==> config.mk <==
export PLATFORM = sky130hd
export DESIGN_NAME = ir_encoder
export DESIGN_NICKNAME = d
export VERILOG_FILES = /design/src/rtl/ir_encoder.sv
export SDC_FILE = /design/constraint.sdc
export NUM_CORES = 1
export LEC_CHECK = 0
export ABC_AREA = 1
export ABC_CLOCK_PERIOD_IN_PS = 4300
export CORE_ASPECT_RATIO = 1.75
export CORE_UTILIZATION = 55
export CTS_CLUSTER_SIZE = 20
export DETAILED_ROUTE_END_ITERATION = 10
export PLACE_DENSITY = 0.77
export SLEW_MARGIN = 20
export SYNTH_ARGS = -nofsm -noshare
export SYNTH_HDL_FRONTEND = slang
export SYNTH_SLANG_ARGS = --single-unit
==> constraint.sdc <==
create_clock -name clk -period 4.3 [get_ports clk]
set_input_delay 0.645 -clock clk [delete_from_list [all_inputs] [get_ports clk]]
set_output_delay 0.645 -clock clk [all_outputs]
set_load 0.01 [all_outputs]
==> src/rtl/ir_encoder.sv <==
// NEC-format infrared transmitter.
// Serialises a 32-bit command LSB-first as leader, 32 pulse-distance bits and
// a stop mark. ir_envelope is the unmodulated mark/space waveform and
// ir_output is the envelope gated by the carrier. Both outputs are registered
// from next-state values, so they line up with the state they describe.
module ir_encoder #(
  parameter int TICK_CYCLES  = 28125,
  parameter int CARRIER_DIV  = 1316,
  parameter int CARRIER_HIGH = 439
) (
  input  logic        clk,
  input  logic        rst,
  input  logic        enable,
  input  logic        start,
  input  logic [31:0] command,
  output logic        busy,
  output logic        done,
  output logic        ir_envelope,
  output logic        ir_output
);

  localparam int TW = (TICK_CYCLES > 1) ? $clog2(TICK_CYCLES) : 1;
  localparam int CW = (CARRIER_DIV > 1) ? $clog2(CARRIER_DIV) : 1;
  localparam logic [TW-1:0] TICK_LAST = TW'(TICK_CYCLES - 1);
  localparam logic [CW-1:0] CAR_LAST  = CW'(CARRIER_DIV - 1);
  localparam logic [CW-1:0] CAR_HIGH  = CW'(CARRIER_HIGH);

  typedef enum logic [2:0] {
    IDLE       = 3'd0,
    LEAD_MARK  = 3'd1,
    LEAD_SPACE = 3'd2,
    BIT_MARK   = 3'd3,
    BIT_SPACE  = 3'd4,
    STOP_MARK  = 3'd5
  } state_t;

  state_t        state_r, state_nxt_s;
  logic [TW-1:0] tick_cnt_r, tick_cnt_nxt_s;
  logic [4:0]    phase_cnt_r, phase_cnt_nxt_s;
  logic [4:0]    bit_cnt_r, bit_cnt_nxt_s;
  logic [31:0]   shift_r, shift_nxt_s;
  logic [CW-1:0] car_cnt_r, car_cnt_nxt_s;
  logic          busy_r, done_r, env_r, out_r;
  logic          busy_nxt_s, done_nxt_s, env_nxt_s, out_nxt_s;
  logic          accept_s, tick_s, phase_end_s, more_bits_s;
  logic [4:0]    phase_len_s;

  assign busy        = busy_r;
  assign done        = done_r;
  assign ir_envelope = env_r;
  assign ir_output   = out_r;

  // Phase timing: unit tick, length of the current phase and its end condition
  always_comb begin
    accept_s    = (state_r == IDLE) && start;
    tick_s      = (tick_cnt_r == TICK_LAST);
    more_bits_s = (bit_cnt_r < 5'd31);
    case (state_r)
      LEAD_MARK:  phase_len_s = 5'd16;
      LEAD_SPACE: phase_len_s = 5'd8;
      BIT_MARK:   phase_len_s = 5'd1;
      BIT_SPACE:  phase_len_s = shift_r[0] ? 5'd3 : 5'd1;
      STOP_MARK:  phase_len_s = 5'd1;
      default:    phase_len_s = 5'd1;
    endcase
    phase_end_s = tick_s && (phase_cnt_r == (phase_len_s - 5'd1));
  end

  // State register; holds while enable is low
  always_ff @(posedge clk or posedge rst) begin
    if (rst) begin
      state_r <= IDLE;
    end else if (enable) begin
      state_r <= state_nxt_s;
    end
  end

  // Next-state logic: each phase advances once it has run its length
  always_comb begin
    state_nxt_s = state_r;
    case (state_r)
      IDLE: begin
        if (start) state_nxt_s = LEAD_MARK;
        else       state_nxt_s = IDLE;
      end
      LEAD_MARK: begin
        if (phase_end_s) state_nxt_s = LEAD_SPACE;
        else             state_nxt_s = LEAD_MARK;
      end
      LEAD_SPACE: begin
        if (phase_end_s) state_nxt_s = BIT_MARK;
        else             state_nxt_s = LEAD_SPACE;
      end
      BIT_MARK: begin
        if (phase_end_s) state_nxt_s = BIT_SPACE;
        else             state_nxt_s = BIT_MARK;
      end
      BIT_SPACE: begin
        if (phase_end_s) state_nxt_s = more_bits_s ? BIT_MARK : STOP_MARK;
        else             state_nxt_s = BIT_SPACE;
      end
      STOP_MARK: begin
        if (phase_end_s) state_nxt_s = IDLE;
        else             state_nxt_s = STOP_MARK;
      end
      default: state_nxt_s = IDLE;
    endcase
  end

  // Datapath next values: unit timer, phase counter, bit shifter, carrier phase
  always_comb begin
    if (accept_s || (state_r == IDLE)) begin
      tick_cnt_nxt_s  = {TW{1'b0}};
      phase_cnt_nxt_s = 5'd0;
    end else begin
      tick_cnt_nxt_s  = tick_s ? {TW{1'b0}} : (tick_cnt_r + {{(TW-1){1'b0}}, 1'b1});
      if (phase_end_s)  phase_cnt_nxt_s = 5'd0;
      else if (tick_s)  phase_cnt_nxt_s = phase_cnt_r + 5'd1;
      else              phase_cnt_nxt_s = phase_cnt_r;
    end

    if (accept_s) begin
      shift_nxt_s   = command;
      bit_cnt_nxt_s = 5'd0;
    end else if ((state_r == BIT_SPACE) && phase_end_s && more_bits_s) begin
      shift_nxt_s   = shift_r >> 1;
      bit_cnt_nxt_s = bit_cnt_r + 5'd1;
    end else begin
      shift_nxt_s   = shift_r;
      bit_cnt_nxt_s = bit_cnt_r;
    end

    // Clearing on acceptance keeps every frame starting in carrier phase
    if (accept_s || (state_r == IDLE)) begin
      car_cnt_nxt_s = {CW{1'b0}};
    end else begin
      car_cnt_nxt_s = (car_cnt_r == CAR_LAST) ? {CW{1'b0}} : (car_cnt_r + {{(CW-1){1'b0}}, 1'b1});
    end
  end

  // Output logic, computed from next-state values so the registers align
  always_comb begin
    case (state_nxt_s)
      LEAD_MARK, BIT_MARK, STOP_MARK: env_nxt_s = 1'b1;
      default:                        env_nxt_s = 1'b0;
    endcase
    busy_nxt_s = (state_nxt_s != IDLE);
    done_nxt_s = (state_r == STOP_MARK) && (state_nxt_s == IDLE);
    out_nxt_s  = env_nxt_s && (car_cnt_nxt_s < CAR_HIGH);
  end

  // Datapath and output registers; all hold while enable is low
  always_ff @(posedge clk or posedge rst) begin
    if (rst) begin
      tick_cnt_r  <= {TW{1'b0}};
      phase_cnt_r <= 5'd0;
      bit_cnt_r   <= 5'd0;
      shift_r     <= 32'd0;
      car_cnt_r   <= {CW{1'b0}};
      busy_r      <= 1'b0;
      done_r      <= 1'b0;
      env_r       <= 1'b0;
      out_r       <= 1'b0;
    end else if (enable) begin
      tick_cnt_r  <= tick_cnt_nxt_s;
      phase_cnt_r <= phase_cnt_nxt_s;
      bit_cnt_r   <= bit_cnt_nxt_s;
      shift_r     <= shift_nxt_s;
      car_cnt_r   <= car_cnt_nxt_s;
      busy_r      <= busy_nxt_s;
      done_r      <= done_nxt_s;
      env_r       <= env_nxt_s;
      out_r       <= out_nxt_s;
    end
  end

endmodule

# ---- After elaboration in Yosys (flattened, before gate mapping)
# Index checks and enable logic that the tools add are counted.
# W data, S select, Z words.
dict set report op_classes {
  n_addsub 5
  n_eq_ne 11
  magnitude_cmp 2
  reduce_logical 15
  n_mux 22
}
# cell count
set op_table {}
lappend op_table {{$mux W32} 2}
lappend op_table {{$mux W15} 2}
lappend op_table {{$mux W5} 5}
lappend op_table {{$mux W11} 2}
lappend op_table {{$pmux W3 S6} 1}
lappend op_table {{$add A15 B1 Y15 const B} 1}
lappend op_table {{$eq A15 B15 Y1 const B} 1}
lappend op_table {{$pmux W5 S3} 1}
lappend op_table {{$mux W3} 4}
lappend op_table {{$add A11 B1 Y11 const B} 1}
lappend op_table {{$eq A11 B11 Y1 const B} 1}
lappend op_table {{$lt A11 B9 Y1 const B} 1}
lappend op_table {{$add A5 B1 Y5 const B} 2}
lappend op_table {{$eq A3 B2 Y1 const B} 3}
lappend op_table {{$eq A3 B3 Y1 const B} 3}
lappend op_table {{$eq A3 B1 Y1 const B} 2}
lappend op_table {{$logic_and A1 B1 Y1} 6}
lappend op_table {{$logic_not A3 Y1} 2}
lappend op_table {{$reduce_bool A3 Y1} 2}
lappend op_table {{$eq A5 B5 Y1} 1}
lappend op_table {{$lt A5 B5 Y1 const B} 1}
lappend op_table {{$sub A5 B1 Y5 const B} 1}
lappend op_table {{$mux W2} 2}
lappend op_table {{$reduce_and A2 Y1} 2}
lappend op_table {{other kinds (4)} 6}
dict set report word_totals {
  elab_cells 65
  register_bits 75
}

# ---- Logic depth before layout (Yosys ltp)
# Gate-level depths: netlist of run 1.
dict set report depth {
  word_depth 11
  ltp_mapped 19
}

# ---- Least setup slack after synthesis of run 1
# OpenSTA, ideal clock, no wires.
dict set report synth_timing {
  path_kind {reg2reg}
  startpoint {register state_r[0]}
  endpoint {register shift_r[18]}
  setup_time_ns 0.126
  stages_incl_launch_ff 16
  path_slack_ns 1.701
  period_less_slack_ns 2.599
  arrival_time_ns 2.473
  path_buffers 1
  path_cell_list {dfrtp_1 -> nor2_1 -> nand2_1 -> inv_1 -> a21oi_1 -> ha_1 -> ha_1 -> xor2_1 -> inv_1 -> nor2_1 -> nand3_1 -> nor2_1 -> nand4_2 -> a21oi_4 -> buf_2 -> o21ai_0}
}
dict set report synth_between {
  elab_chain_len 9
}
# item line
set synth_rtl {}
lappend synth_rtl {{start, declared} 37} ;# state_t state_r, state_nxt_s;
lappend synth_rtl {{start signal, assigned} 74} ;# state_r <= state_nxt_s;
lappend synth_rtl {{$eq A3 B3 Y1 (tied with other cells)} {58, 125}}
lappend synth_rtl {{$pmux W5 S3} 58} ;# case (state_r)
lappend synth_rtl {{$sub A5 B1 Y5} 66} ;# phase_end_s = tick_s && (phase_cnt_r == (phase_len_s - 5'd1));
lappend synth_rtl {{$eq A5 B5 Y1} 66}
lappend synth_rtl {{$logic_and A1 B1 Y1} 66}
lappend synth_rtl {{$logic_and A1 B1 Y1 (2 in a row)} 125} ;# end else if ((state_r == BIT_SPACE) && phase_end_s && more_bits_s) begin
lappend synth_rtl {{$reduce_bool A2 Y1 (no line)} -}
lappend synth_rtl {{$reduce_and A2 Y1 (no line)} -}
lappend synth_rtl {{end signal, assigned} 168} ;# shift_r <= shift_nxt_s;
lappend synth_rtl {{end, declared} 41} ;# logic [31:0] shift_r, shift_nxt_s;
# Parallel ways exist; a longest one is shown, timed or not.
# A chain may end at the register's enable or synchronous reset.

# ---- Final worst setup path of run 1
dict set report layout_timing {
  startpoint {register state_r[0]}
  endpoint {register shift_r[5]}
}
# The elaborated chain is that of the path after synthesis.

==> results.sh, run 1 <==
export IMPL_relSlewSlack=0.464
export IMPL_chipWidth_um=68.2
export IMPL_synthFlopType="dfrtp_1"
export IMPL_dp_cells=643
export IMPL_initial_core_util=0.578
export IMPL_ir_drop_mv=0.372
export IMPL_start_kind="flip-flop"
export IMPL_cp_slowest_stage_delay_ps=520
export IMPL_root_buffer="clkbuf_16"
export IMPL_path_delay_family="simple AND/OR/NAND/NOR gates"
export IMPL_crit_arrival_ps=3480
export IMPL_holdBufCountCts=0
export IMPL_yosys_top_cells_area="dfrtp_1 (45%), nand2_1 (10%), mux2_2 (8.3%)"
export IMPL_synth_cells=530
export IMPL_holdCritPathClass="flip-flop to flip-flop"
export IMPL_fin_worst_skew_ps=5.37
export IMPL_grt_max_degree=74
export IMPL_outcome="finished, final reports clean"
export IMPL_grt_ovfl_total=0
export IMPL_clockBufferDepth=2
export IMPL_ios=40
export IMPL_min_period_over_period=0.754
export IMPL_grt_pass1_vias=3684
export IMPL_synthArstFlopShare=1.00
export IMPL_ff_latch_area_um2=1880
export IMPL_grt_use_met2=0.440
export IMPL_power_density_nw_per_um2=575
export IMPL_routed_wl_mm=8.78
export IMPL_htreeDepth=3
export IMPL_row_count=41
export IMPL_synth_most_common_cell="nand2_1"
export IMPL_timing_fmax_ghz=0.309
export IMPL_finalMaxSlewViolations=0
export IMPL_yosys_warnings=0
export IMPL_die_area_um2=8030
export IMPL_synth_edff_count=0
export IMPL_syn_num_nets=573
export IMPL_fillers=603
export IMPL_drc=0
export IMPL_grt_busiest_layer="met2"
export IMPL_path_clk_slew_ps=60
export IMPL_grt_usage=0.256
export IMPL_first_pass_iters=4
export IMPL_path_class="flip-flop to flip-flop"
export IMPL_required_ps=4540
export IMPL_multiInputGateArea_um2=1920
export IMPL_antenna_left=0
export IMPL_ys_types=32
export IMPL_numClockSinks=75
export IMPL_grt_setup_unrepaired="false"
export IMPL_antenna_found_initial=0
export IMPL_synth_top_area_share=0.446
export IMPL_dr_total_vias=3549
export IMPL_finish_net_count=611
export IMPL_maxCapViolCount=0
export IMPL_fp_dieH_um=118
export IMPL_tritoncts="built"
export IMPL_drt_iter0_drc=285
export IMPL_grt_util_met1=0.283
export IMPL_clk_latency_ps=340
export IMPL_leakagePower_nw=2.31
export IMPL_endpoint_kind="flip-flop"
export IMPL_hold_viol_final=0
export IMPL_grtUsageMet3=0.0669
export IMPL_finalSetupViolations=0
export IMPL_cts_made_buffers=9
export IMPL_setup_tns_ps=0
export IMPL_postCtsSetupBuffers=0
export IMPL_diodes=0
export IMPL_syn_area_um2=4210
export IMPL_ys_seq_area_frac=0.446
export IMPL_post_route_min_period_ps=3240
export IMPL_cpMostUsedCell="nor2_1"
export IMPL_critPathBufInv=3
export IMPL_instances_no_fill=659
export IMPL_layout_drive_gt1_share=0.0995
export IMPL_worstPathCellList="nor2_1 -> nand2_1 -> inv_1 -> a21oi_1 -> ha_1 -> ha_1 -> xor2_1 -> inv_1 -> nor2_1 -> nand3_1 -> nor2_1 -> nand4_2 -> a21oi_4 -> buf_4 -> nand2_1 -> o21ai_0"
export IMPL_synth_common_cells="nand2_1 (116), inv_1 (87), dfrtp_1 (75), o21ai_0 (59), nand3_1 (40)"
export IMPL_grt_pass1_wl_mm=15.7
export IMPL_cts_resized=0
export IMPL_area_growth_pct=18.4
export IMPL_numPortBuffers=39
export IMPL_wl_per_cell_um=13.3
export IMPL_dpl_hpwl_mm=6.15
export IMPL_cp_max_fo=73
export IMPL_synth_seq_cells=75
export IMPL_syn_avg_cell_area_um2=7.95
export IMPL_coreArea_um2=7280
export IMPL_drt_vias_per_instance=5.39
export IMPL_max_slew_worst_pin_slew_ps=802
export IMPL_gp_congestion=0.919
export IMPL_synth_top_cell_by_area="dfrtp_1"
export IMPL_cp_slowest_cell="buf_4"
-- registers in the layout, summed over array words and instances (netlist names) --
signal / count
car_cnt_r: 11
tick_cnt_r: 15
done: 1
phase_cnt_r: 5
busy: 1
bit_cnt_r: 5
ir_output: 1
ir_envelope: 1
state_r: 3
shift_r: 32
-- power by group --
group          leakage [nW]  switching, mW  internal (mW)
registers             0.991          0.145          0.914
logic                  1.16          0.552          0.430
clock network         0.159          0.286          0.539
total                  2.31          0.984           1.88
-- path summary, 6_finish.rpt --
| path | start | to | slack, ps | cells after the start |
|---|---|---|---|---|
| hold reg to reg | ir_envelope$_DFFE_PP0P_ | ir_envelope$_DFFE_PP0P_ | 480 | 2 |
| min in group asynchronous | rst | shift_r[1]$_DFFE_PP0P_ | 700 | 2 |
| setup / recovery | state_r[0]$_DFFE_PP0P_ | shift_r[5]$_DFFE_PP0P_ | 1060 | 16 |
| setup reg to reg | state_r[0]$_DFFE_PP0P_ | shift_r[5]$_DFFE_PP0P_ | 1060 | 16 |
| max in group asynchronous | rst | ir_envelope$_DFFE_PP0P_ | 2580 | 3 |
| hold / removal | ir_envelope$_DFFE_PP0P_ | ir_envelope$_DFFE_PP0P_ | 480 | 2 |
-- area by class of cell --
| type | count | area share |
|---|---|---|
| multi-input combinational | 350 | 0.385 |
| sequential | 75 | 0.377 |
| inverter | 89 | 0.0670 |
| timing repair buffer | 43 | 0.0843 |
| tap | 86 | 0.0216 |
| clock buffer | 12 | 0.0515 |
| clock inverter | 4 | 0.0146 |
-- stage by stage --
step	cell area, um^2	hold WS (ps)	setup slack [ps]	total power, mW	utilization
2_1_floorplan	4210	474	1700	1.81	-
3_3_place_gp	4660	467	1280	2.00	0.639
3_5_place_dp	4660	476	1150	2.05	0.639
4_1_cts	4980	489	1090	2.89	0.684
5_1_grt	4980	523	702	3.07	0.684
6_report	4980	483	1060	2.87	0.684
-- cells by family after synthesis --
logic type / synth area share
AO/OA/AOI/OAI: 0.108
buffers and inverters: 0.0992
XOR/XNOR: 0.0250
flip-flops: 0.446
multiplexers: 0.0829
adder cells (fa/ha/maj): 0.0208
AND/OR/NAND/NOR: 0.219
-- worst min-delay path, delay by kind of cell, from the launching register on --
family | cells | cell delay [ps]
DFF | 1 | 340
and+or+nand+nor | 2 | 100
-- layout by cell type (no fill, tap or decap), drive strengths merged, types with 2 or more instances in the layout --
cell type	count
a21oi	14
buf	4
bufinv	2
clkbuf	12
clkdlybuf4s50	39
clkinv	2
dfrtp	75
ha	7
inv	88
mux2	31
nand2	117
nand3	42
nand3b	2
nand4	8
nor2	35
nor3	10
o21ai	63
o22ai	2
o31ai	2
xnor2	3
xor2	9
-- routing by layer --
| layer | routed length [um] | share of wire |
|---|---|---|
| met1 | 3430 | 0.39 |
| met2 | 4790 | 0.55 |
| met3 | 326 | 0.037 |
| met4 | 226 | 0.026 |
| met5 | 0 | 0 |
Power figures use the tool's default switching activity.
==> run 2, diff against run 1 <==
--- a/config.mk
+++ b/config.mk
@@ -6,7 +6,7 @@
 export NUM_CORES = 1
 export LEC_CHECK = 0
 export ABC_AREA = 1
-export ABC_CLOCK_PERIOD_IN_PS = 4300
+export ABC_CLOCK_PERIOD_IN_PS = 3380
 export CORE_ASPECT_RATIO = 1.75
 export CORE_UTILIZATION = 55
 export CTS_CLUSTER_SIZE = 20
==> constraint.sdc (replaced) <==
create_clock -name clk -period 3.38 [get_ports clk]
set_input_delay 0.507 -clock clk [delete_from_list [all_inputs] [get_ports clk]]
set_output_delay 0.507 -clock clk [all_outputs]
set_load 0.01 [all_outputs]
==> run 2 against run 1 <==
Against the previous run: die area is the same; sequential power grew 27%; register-to-register slack lost 590 ps; hold slack gained 8.2 ps; global-route usage shrank 1.0 points; utilization grew 0.36 points; critical path type unchanged; largest cell class unchanged.
==> results.sh, run 2 (synthesis results as in run 1) <==
export IMPL_grt_busiest_layer="met2"
export IMPL_grt_max_degree=76
export IMPL_p_int_mw=2.40
export IMPL_drt_vias_per_instance=5.33
export IMPL_grt_setup_unrepaired="false"
export IMPL_grt_util_met1=0.262
export IMPL_dpl_hpwl_mm=6.07
export IMPL_grtUsageMet3=0.0610
export IMPL_finish_net_count=613
export IMPL_numPortBuffers=39
export IMPL_clockPowerShare=0.286
export IMPL_max_slew_worst_pin_slew_ps=942
export IMPL_postCtsSetupBuffers=0
export IMPL_antenna_left=0
export IMPL_htreeDepth=3
export IMPL_ir_drop_mv=0.512
export IMPL_finalMaxSlewViolations=0
export IMPL_rr_worst_depth=15
export IMPL_finalPower_mw=3.65
export IMPL_leakagePower_nw=2.33
export IMPL_cts_made_buffers=9
export IMPL_grt_pass1_wl_mm=14.9
export IMPL_post_route_min_period_ps=2910
export IMPL_cp_max_fo=73
export IMPL_power_density_nw_per_um2=729
export IMPL_min_period_over_period=0.860
export IMPL_setup_tns_ps=0
export IMPL_coreArea_um2=7280
export IMPL_ios=40
export IMPL_holdCritPathClass="flip-flop to flip-flop"
export IMPL_pwr_share_seq=0.370
export IMPL_dr_total_vias=3525
export IMPL_largest_register_ffs=32
export IMPL_mostFrequentLayoutCells="nand2_1 (116), inv_1 (86), dfrtp_1 (75)"
export IMPL_antenna_found_initial=0
export IMPL_routed_wl_mm=8.63
export IMPL_drc=0
export IMPL_fillers=591
export IMPL_grt_usage=0.246
export IMPL_die_area_um2=8030
export IMPL_initial_core_util=0.578
export IMPL_final_common_cell="nand2_1"
export IMPL_maxCapViolCount=0
export IMPL_drt_iter0_drc=190
export IMPL_area_growth_pct=19.0
export IMPL_start_kind="flip-flop"
export IMPL_grt_ovfl_total=0
export IMPL_fp_dieH_um=118
export IMPL_finalSetupViolations=0
export IMPL_grt_pass1_vias=3556
export IMPL_chipWidth_um=68.2
export IMPL_relSlewSlack=0.372
export IMPL_tritoncts="built"
export IMPL_layout_drive_gt1_share=0.104
export IMPL_multiInputGateArea_um2=1920
export IMPL_numClockSinks=75
export IMPL_wl_per_cell_um=13.1
export IMPL_path_clk_slew_ps=60
export IMPL_fin_worst_skew_ps=7.85
export IMPL_cts_resized=0
export IMPL_path_class="flip-flop to flip-flop"
export IMPL_swShare=0.342
export IMPL_first_pass_iters=4
export IMPL_grt_use_met2=0.430
export IMPL_row_count=41
export IMPL_hold_viol_final=0
export IMPL_dp_cells=645
export IMPL_hold_depth=2
export IMPL_holdBufCountCts=0
export IMPL_clockBufferDepth=2
export IMPL_clk_latency_ps=340
export IMPL_timing_fmax_ghz=0.344
export IMPL_endpoint_kind="flip-flop"
export IMPL_reg_top3="shift_r (32), tick_cnt_r (15), car_cnt_r (11)"
export IMPL_diodes=0
export IMPL_crit_arrival_ps=3110
export IMPL_outcome="finished, final reports clean"
export IMPL_ff_latch_area_um2=1880
export IMPL_required_ps=3580
export IMPL_root_buffer="clkbuf_16"
export IMPL_regMostFlops="shift_r"
export IMPL_postLayoutCoreUtil=0.688
export IMPL_power_switching_mw=1.25
export IMPL_combPwrFrac=0.344
export IMPL_gp_congestion=0.835
export IMPL_instances_no_fill=661
==> run 2: worst paths after layout <==
path | startpoint | to | slack, ps
setup / recovery | state_r[0]$_DFFE_PP0P_ | shift_r[1]$_DFFE_PP0P_ | 470
hold / removal | ir_output$_DFFE_PP0P_ | ir_output$_DFFE_PP0P_ | 490
setup reg to reg | state_r[0]$_DFFE_PP0P_ | shift_r[1]$_DFFE_PP0P_ | 470
hold reg to reg | ir_output$_DFFE_PP0P_ | ir_output$_DFFE_PP0P_ | 490
max in group asynchronous | rst | car_cnt_r[6]$_DFFE_PP0P_ | 2000
min in group asynchronous | rst | shift_r[11]$_DFFE_PP0P_ | 790
==> run 2: cell type report <==
type / count / share of cell area
clock buffers: 11 / 0.0504
clock inverters: 5 / 0.0150
inverters: 89 / 0.0667
multi-input cells: 350 / 0.383
flip-flops and latches: 75 / 0.375
well taps: 86 / 0.0215
repair buffers: 45 / 0.0894
==> run 2: worst max-delay path: stages, from the launching register on <==
cell	delay (ps)
dfrtp_1	420
nor2_1	150
nand2_1	130
inv_1	140
a21oi_1	70
ha_1	240
ha_1	310
xor2_1	170
inv_1	60
nor2_1	130
nand3_1	80
nor2_1	150
nand4_2	140
a21oi_4	170
buf_12	260
o21ai_0	140
==> run 2: power by group through the flow <==
| stage | registers, mW | clock network (mW) | logic [mW] |
|---|---|---|---|
| after floorplan | 1.31 | 0 | 0.982 |
| after global placement | 1.35 | 0 | 1.21 |
| after CTS | 1.35 | 1.07 | 1.27 |
| after detailed placement | 1.36 | 0 | 1.26 |
| final | 1.35 | 1.04 | 1.26 |
| after global routing | 1.38 | 1.10 | 1.43 |
==> run 2: layer usage <==
layer / share of wire / routed length, um / up-vias
li1: - / - / 1785
met1: 0.40 / 3440 / 1656
met2: 0.54 / 4680 / 62
met3: 0.030 / 255 / 22
met4: 0.030 / 255 / 0
met5: 0 / 0 / -
==> run 2: stage by stage <==
| stage | worst slack, ps | cell area [um^2] | hold WS, ps |
|---|---|---|---|
| floorplan | 781 | 4210 | 474 |
| global placement | 622 | 4680 | 467 |
| detailed placement | 490 | 4680 | 481 |
| CTS | 474 | 5010 | 496 |
| global route | 185 | 5010 | 519 |
| finish | 474 | 5010 | 491 |
==> run 3, diff against run 2 <==
--- a/config.mk
+++ b/config.mk
@@ -12,6 +12,7 @@
 export CTS_CLUSTER_SIZE = 20
 export DETAILED_ROUTE_END_ITERATION = 10
 export PLACE_DENSITY = 0.77
+export SKIP_LAST_GASP = 1
 export SLEW_MARGIN = 20
 export SYNTH_ARGS = -nofsm -noshare
 export SYNTH_HDL_FRONTEND = slang
==> results of run 3 <==
The final DEF is identical to that of run 2; final timing and power are the same.
